[src/rtl/alu_sequencer.sv]
// Multi-cycle add/sub/mul/div engine with valid/ready request and response ports.
// Define CALC_DIV_EN to build the restoring divider; otherwise op 3 reports divide-by-zero.
module alu_sequencer #(
  parameter int unsigned WIDTH = 32
) (
  input  logic             clock,
  input  logic             reset_n,
  input  logic             req_valid,
  output logic             req_ready,
  input  logic [1:0]       op,
  input  logic [WIDTH-1:0] operand_a,
  input  logic [WIDTH-1:0] operand_b,
  output logic             rsp_valid,
  input  logic             rsp_ready,
  output logic [WIDTH-1:0] result,
  output logic             overflow,
  output logic             div_zero,
  output logic             busy
);

  localparam int unsigned CntW = $clog2(WIDTH) + 1;
  localparam logic [CntW-1:0] LastCnt = CntW'(WIDTH - 1);

  localparam logic [1:0] OpAdd = 2'd0;
  localparam logic [1:0] OpSub = 2'd1;
  localparam logic [1:0] OpMul = 2'd2;
  localparam logic [1:0] OpDiv = 2'd3;

  typedef enum logic [1:0] {StIdle, StExec, StDone} state_e;

  state_e               state_q;
  logic [1:0]           op_q;
  logic [WIDTH-1:0]     a_q;
  logic [WIDTH-1:0]     b_q;
  logic [2*WIDTH-1:0]   acc_q;
  logic [2*WIDTH-1:0]   acc_step;
  logic [CntW-1:0]      cnt_q;
  logic [WIDTH:0]       add_sum;
  logic [WIDTH:0]       sub_diff;
  logic [WIDTH:0]       mul_sum;
  logic                 div_by_zero;
`ifdef CALC_DIV_EN
  logic [WIDTH:0]       div_shift;
  logic [WIDTH:0]       div_trial;
`endif

  // acc_q holds {high half, multiplier} for mul and {remainder, dividend/quotient} for div.
  always_comb begin
    add_sum  = {1'b0, a_q} + {1'b0, b_q};
    sub_diff = {1'b0, a_q} - {1'b0, b_q};
    mul_sum  = {1'b0, acc_q[2*WIDTH-1:WIDTH]} + (acc_q[0] ? {1'b0, a_q} : '0);
    acc_step = {mul_sum, acc_q[WIDTH-1:1]};
`ifdef CALC_DIV_EN
    div_by_zero = (b_q == '0);
    div_shift   = {acc_q[2*WIDTH-1:WIDTH], acc_q[WIDTH-1]};
    div_trial   = div_shift - {1'b0, b_q};
    if (op_q == OpDiv) begin
      // A borrow in the top bit means the trial subtraction must be undone.
      acc_step = div_trial[WIDTH] ? {div_shift[WIDTH-1:0], acc_q[WIDTH-2:0], 1'b0}
                                  : {div_trial[WIDTH-1:0], acc_q[WIDTH-2:0], 1'b1};
    end
`else
    div_by_zero = 1'b1;
`endif
  end

  always_ff @(posedge clock or negedge reset_n) begin
    if (!reset_n) begin
      state_q  <= StIdle;
      op_q     <= OpAdd;
      a_q      <= '0;
      b_q      <= '0;
      acc_q    <= '0;
      cnt_q    <= '0;
      result   <= '0;
      overflow <= 1'b0;
      div_zero <= 1'b0;
    end else begin
      unique case (state_q)
        StIdle: begin
          if (req_valid) begin
            op_q    <= op;
            a_q     <= operand_a;
            b_q     <= operand_b;
            cnt_q   <= '0;
            acc_q   <= {{WIDTH{1'b0}}, (op == OpDiv) ? operand_a : operand_b};
            state_q <= StExec;
          end
        end
        StExec: begin
          unique case (op_q)
            OpAdd: begin
              result   <= add_sum[WIDTH-1:0];
              overflow <= add_sum[WIDTH];
              div_zero <= 1'b0;
              state_q  <= StDone;
            end
            OpSub: begin
              result   <= sub_diff[WIDTH-1:0];
              overflow <= sub_diff[WIDTH];
              div_zero <= 1'b0;
              state_q  <= StDone;
            end
            OpMul, OpDiv: begin
              if (op_q == OpDiv && div_by_zero) begin
                result   <= '1;
                overflow <= 1'b0;
                div_zero <= 1'b1;
                state_q  <= StDone;
              end else begin
                acc_q <= acc_step;
                cnt_q <= cnt_q + 1'b1;
                if (cnt_q == LastCnt) begin
                  result   <= acc_step[WIDTH-1:0];
                  overflow <= (op_q == OpMul) && (|acc_step[2*WIDTH-1:WIDTH]);
                  div_zero <= 1'b0;
                  state_q  <= StDone;
                end
              end
            end
            default: state_q <= StDone;
          endcase
        end
        StDone: begin
          if (rsp_ready) state_q <= StIdle;
        end
        default: state_q <= StIdle;
      endcase
    end
  end

  assign req_ready = (state_q == StIdle);
  assign busy      = (state_q == StExec);
  assign rsp_valid = (state_q == StDone);

endmodule

[config.mk]
export PLATFORM = sky130hd
export DESIGN_NAME = alu_sequencer
export DESIGN_NICKNAME = d
export VERILOG_FILES = /design/src/rtl/alu_sequencer.sv
export SDC_FILE = /design/constraint.sdc
export NUM_CORES = 1
export LEC_CHECK = 0
export ABC_AREA = 0
export CORE_MARGIN = 5
export CORE_UTILIZATION = 30
export CTS_CLUSTER_DIAMETER = 120
export DETAILED_ROUTE_END_ITERATION = 12
export SYNTH_ARGS = -nofsm -noshare
export SYNTH_HDL_FRONTEND = slang
export SYNTH_SLANG_ARGS = --single-unit
[constraint.sdc]
create_clock -name clock -period 4.05 [get_ports clock]
set_input_delay 1.0125 -clock clock [delete_from_list [all_inputs] [get_ports clock]]
set_output_delay 1.0125 -clock clock [all_outputs]
set_load 0.005 [all_outputs]
==> metrics.cfg <==
[cts]
cts_buffers = 17
clock_sinks = 172
ctsHoldBuffers = 0
clk_pin_slew_ns = 0.07
cts_tree = yes
cts_setup_buffers = 0
insertion_delay_ns = 0.46
ctsResizeCount = 0
clockBufferDepth = 2
root_buffer = clkbuf_16
cts_max_level = 4

[floorplanning]
die_h_um = 212
core_area_mm2 = 0.0406
io_pins = 107
placementRows = 74
fp.dieW_um = 212
initial_utilization_pct = 30.2
die-area_mm2 = 0.0451

[synth]
synth-edff-count = 0
synth_area_leader_cell = dfrtp_1
async_flop_share_pct = 100
synth_top_flop_cell = dfrtp_1
syn_avg_cell_area_um2 = 8.28
yosys_warnings = 0
ys_seq_area_share_pct = 35.0
synth.distinct_cells = 75
syn_nets = 1654
synth_area_mm2 = 0.0123
synthTopCellsByArea = dfrtp_1 35%, ha_1 9.9%, a21oi_1 6.8%, o21ai_0 6.6%, nand2_1 5.8%
syn_inst = 1484
synth_top_area_share_pct = 35.0
yosys_register_bits = 172

[worst_hold_path]
hold_path.class = reg -> reg
hold_path_depth = 2
hold_start = result[12]
hold_end = result[12]

[sta]
hold_viol = 0
min_period_ns = 3.76
worst_slew_pin_slew_ns = 0.693
setup_tns_ns = 0
slew_headroom_pct = 53.7
skew_ns = 0.0129
fmax_mhz = 266
rsz0062_at_grt = no
drv_slew = 0
setup_viol = 0
finalCritPeriodShare_pct = 92.9

[placement]
io_buffer_count = 106
routabilityCongestion = 0.923
dp_hpwl_um = 31600

[setup_path]
ff2ff_path_depth = 13
slowest_stage = or3b_2
max_stage_delay_ns = 0.54
cp.required_ns = 4.40
critPathKind = reg -> reg
r2r-end = overflow
cp.arrival_ns = 4.12
end_kind = flop
cp_cell_sequence = buf_4, and2_1, ha_1, and2b_2, o211ai_1, a31oi_2, or3b_2, xor2_1, nor4_1, nand4b_1, and4b_1, a21oi_1, o22a_2
cp-start-kind = flop
cp_max_fo = 32
crit-reg2reg-launch = acc_q[0]
ff2ff_setup_slack_ns = 0.29

[power]
p_per_area_mw_per_mm2 = 943
ir_drop_mv = 0.383
leakage_nw = 6.24

[routing]
antenna_left = 0
num_vias = 11200
wirelength_um = 42800
firstDrtPassIters = 5
route.detailed.drc = 0
drtIter0Drc = 722
vias_per_cell = 5.36
wl_per_cell_um = 20.4

[cells_and_area]
final_util_pct = 35.7
fill_cells = 4187
drive_gt1_share_pct = 7.31
multi_input_area_mm2 = 0.00739
syn_to_final_growth_pct = 18.2
fin_nets = 1716
register_area_mm2 = 0.00430

[global_route]
grt_usage_pct = 18.9
globalRoute.totalOverflow = 0
grt_pass1_wl_um = 66300
grt_pass1_vias = 11400
grt_max_degree = 105
antenna_found_initial = 2

[job]
drv_cap = 0

[outcome]
outcome = finished clean

## kinds of logic (layout without fill, tap and decap cells)
group	Yosys count	after routing	share of synthesized area, %
other cells	0	1	0
simple gates	446	446	16.9
buf+inv	164	239	5.09
flops	172	172	35.0
fa+ha+maj	100	100	10.4
xor+xnor	63	63	4.55
mux	37	37	3.34
compound gates	502	502	24.7
## stage by stage
step           area, µm²  std cells  hold slack (ns)  total power [mW]  setup WS [ns]
2_1_floorplan      12300       1484            0.456              9.11          0.625
5_1_grt            14500       2092            0.515              14.8         0.0166
6_report           14500       2092            0.482              13.7          0.286
3_3_place_gp       13900       2059            0.467              11.9          0.294
4_1_cts            14500       2091            0.488              13.7          0.240
3_5_place_dp       13900       2059            0.473              11.9          0.255
## cell usage after synthesis, types with 11 or more instances
library cell,count
xnor2_1,39
a211oi_1,17
nand2_1,190
nor4_1,11
nand3_1,51
xor2_1,23
and2_1,39
a21o_1,13
dfrtp_1,172
o21ai_0,161
mux2_2,32
a21oi_1,168
o22ai_1,24
nor3_1,15
clkbuf_1,66
buf_1,13
nand2b_1,12
nor2_1,76
o21bai_1,19
inv_1,76
ha_1,97
a22o_1,24
## power breakdown
group	leakage (nW)	internal (mW)	switching [mW]	total, mW
registers	2.16	2.51	0.700	3.21
logic	3.79	3.48	5.28	8.77
clock network	0.287	0.947	0.771	1.72
total	6.24	6.94	6.75	13.7
## metal layers
layer,track usage [%],vias up,routed length (µm)
li1,-,5377,-
met1,25.9,5416,19600
met2,30.3,359,19700
met3,3.36,64,2290
met4,5.89,2,1120
met5,0,-,7
## cell usage in the layout, fill, tap and decap left out, types with 15 or more instances in the layout
cell type	instances
and2_1	38
inv_1	75
nand3_1	51
a22o_1	24
nor2_1	75
ha_1	97
xor2_1	23
o22ai_1	24
clkdlybuf4s50_1	105
clkbuf_16	17
dfrtp_1	172
a21oi_1	168
buf_4	21
xnor2_1	39
nand2_1	190
o21bai_1	19
nor3_1	15
a211oi_1	16
o21ai_0	161
mux2_2	32
## state kept, by name (all words and copies together), names as in the netlist
signal,flops
a_q,32
acc_q,64
b_q,32
cnt_q,6
div_zero,1
op_q,2
overflow,1
result,32
state_q,2
## final cells by class
class / instances / share of cell area, %
diodes: 1 / 0.0172
flip-flops and latches: 172 / 29.6
clock inverters: 12 / 0.947
well taps: 532 / 4.58
inverters: 77 / 1.99
multi-input cells: 1148 / 50.9
repair buffers: 130 / 8.81
clock buffers: 20 / 3.14
## worst max path at each step
stage	depth (start not counted)	startpoint	slack, ns	to
detailed placement	13	acc_q[0]	0.25	overflow
global route	14	acc_q[0]	0.02	overflow
floorplan	16	acc_q[0]	0.63	overflow
global placement	13	acc_q[0]	0.29	overflow
finish	13	acc_q[0]	0.29	overflow
CTS	13	acc_q[0]	0.24	overflow
## worst max-delay path, delay by kind of cell, from the launching register on
kind,cells,cell delay (ns)
simple gates,6,1.86
fa+ha+maj,1,0.32
flops,1,0.38
xor+xnor,1,0.18
buf+inv,1,0.22
compound gates,4,0.69
No activity file was read; power rests on OpenSTA's default activity.
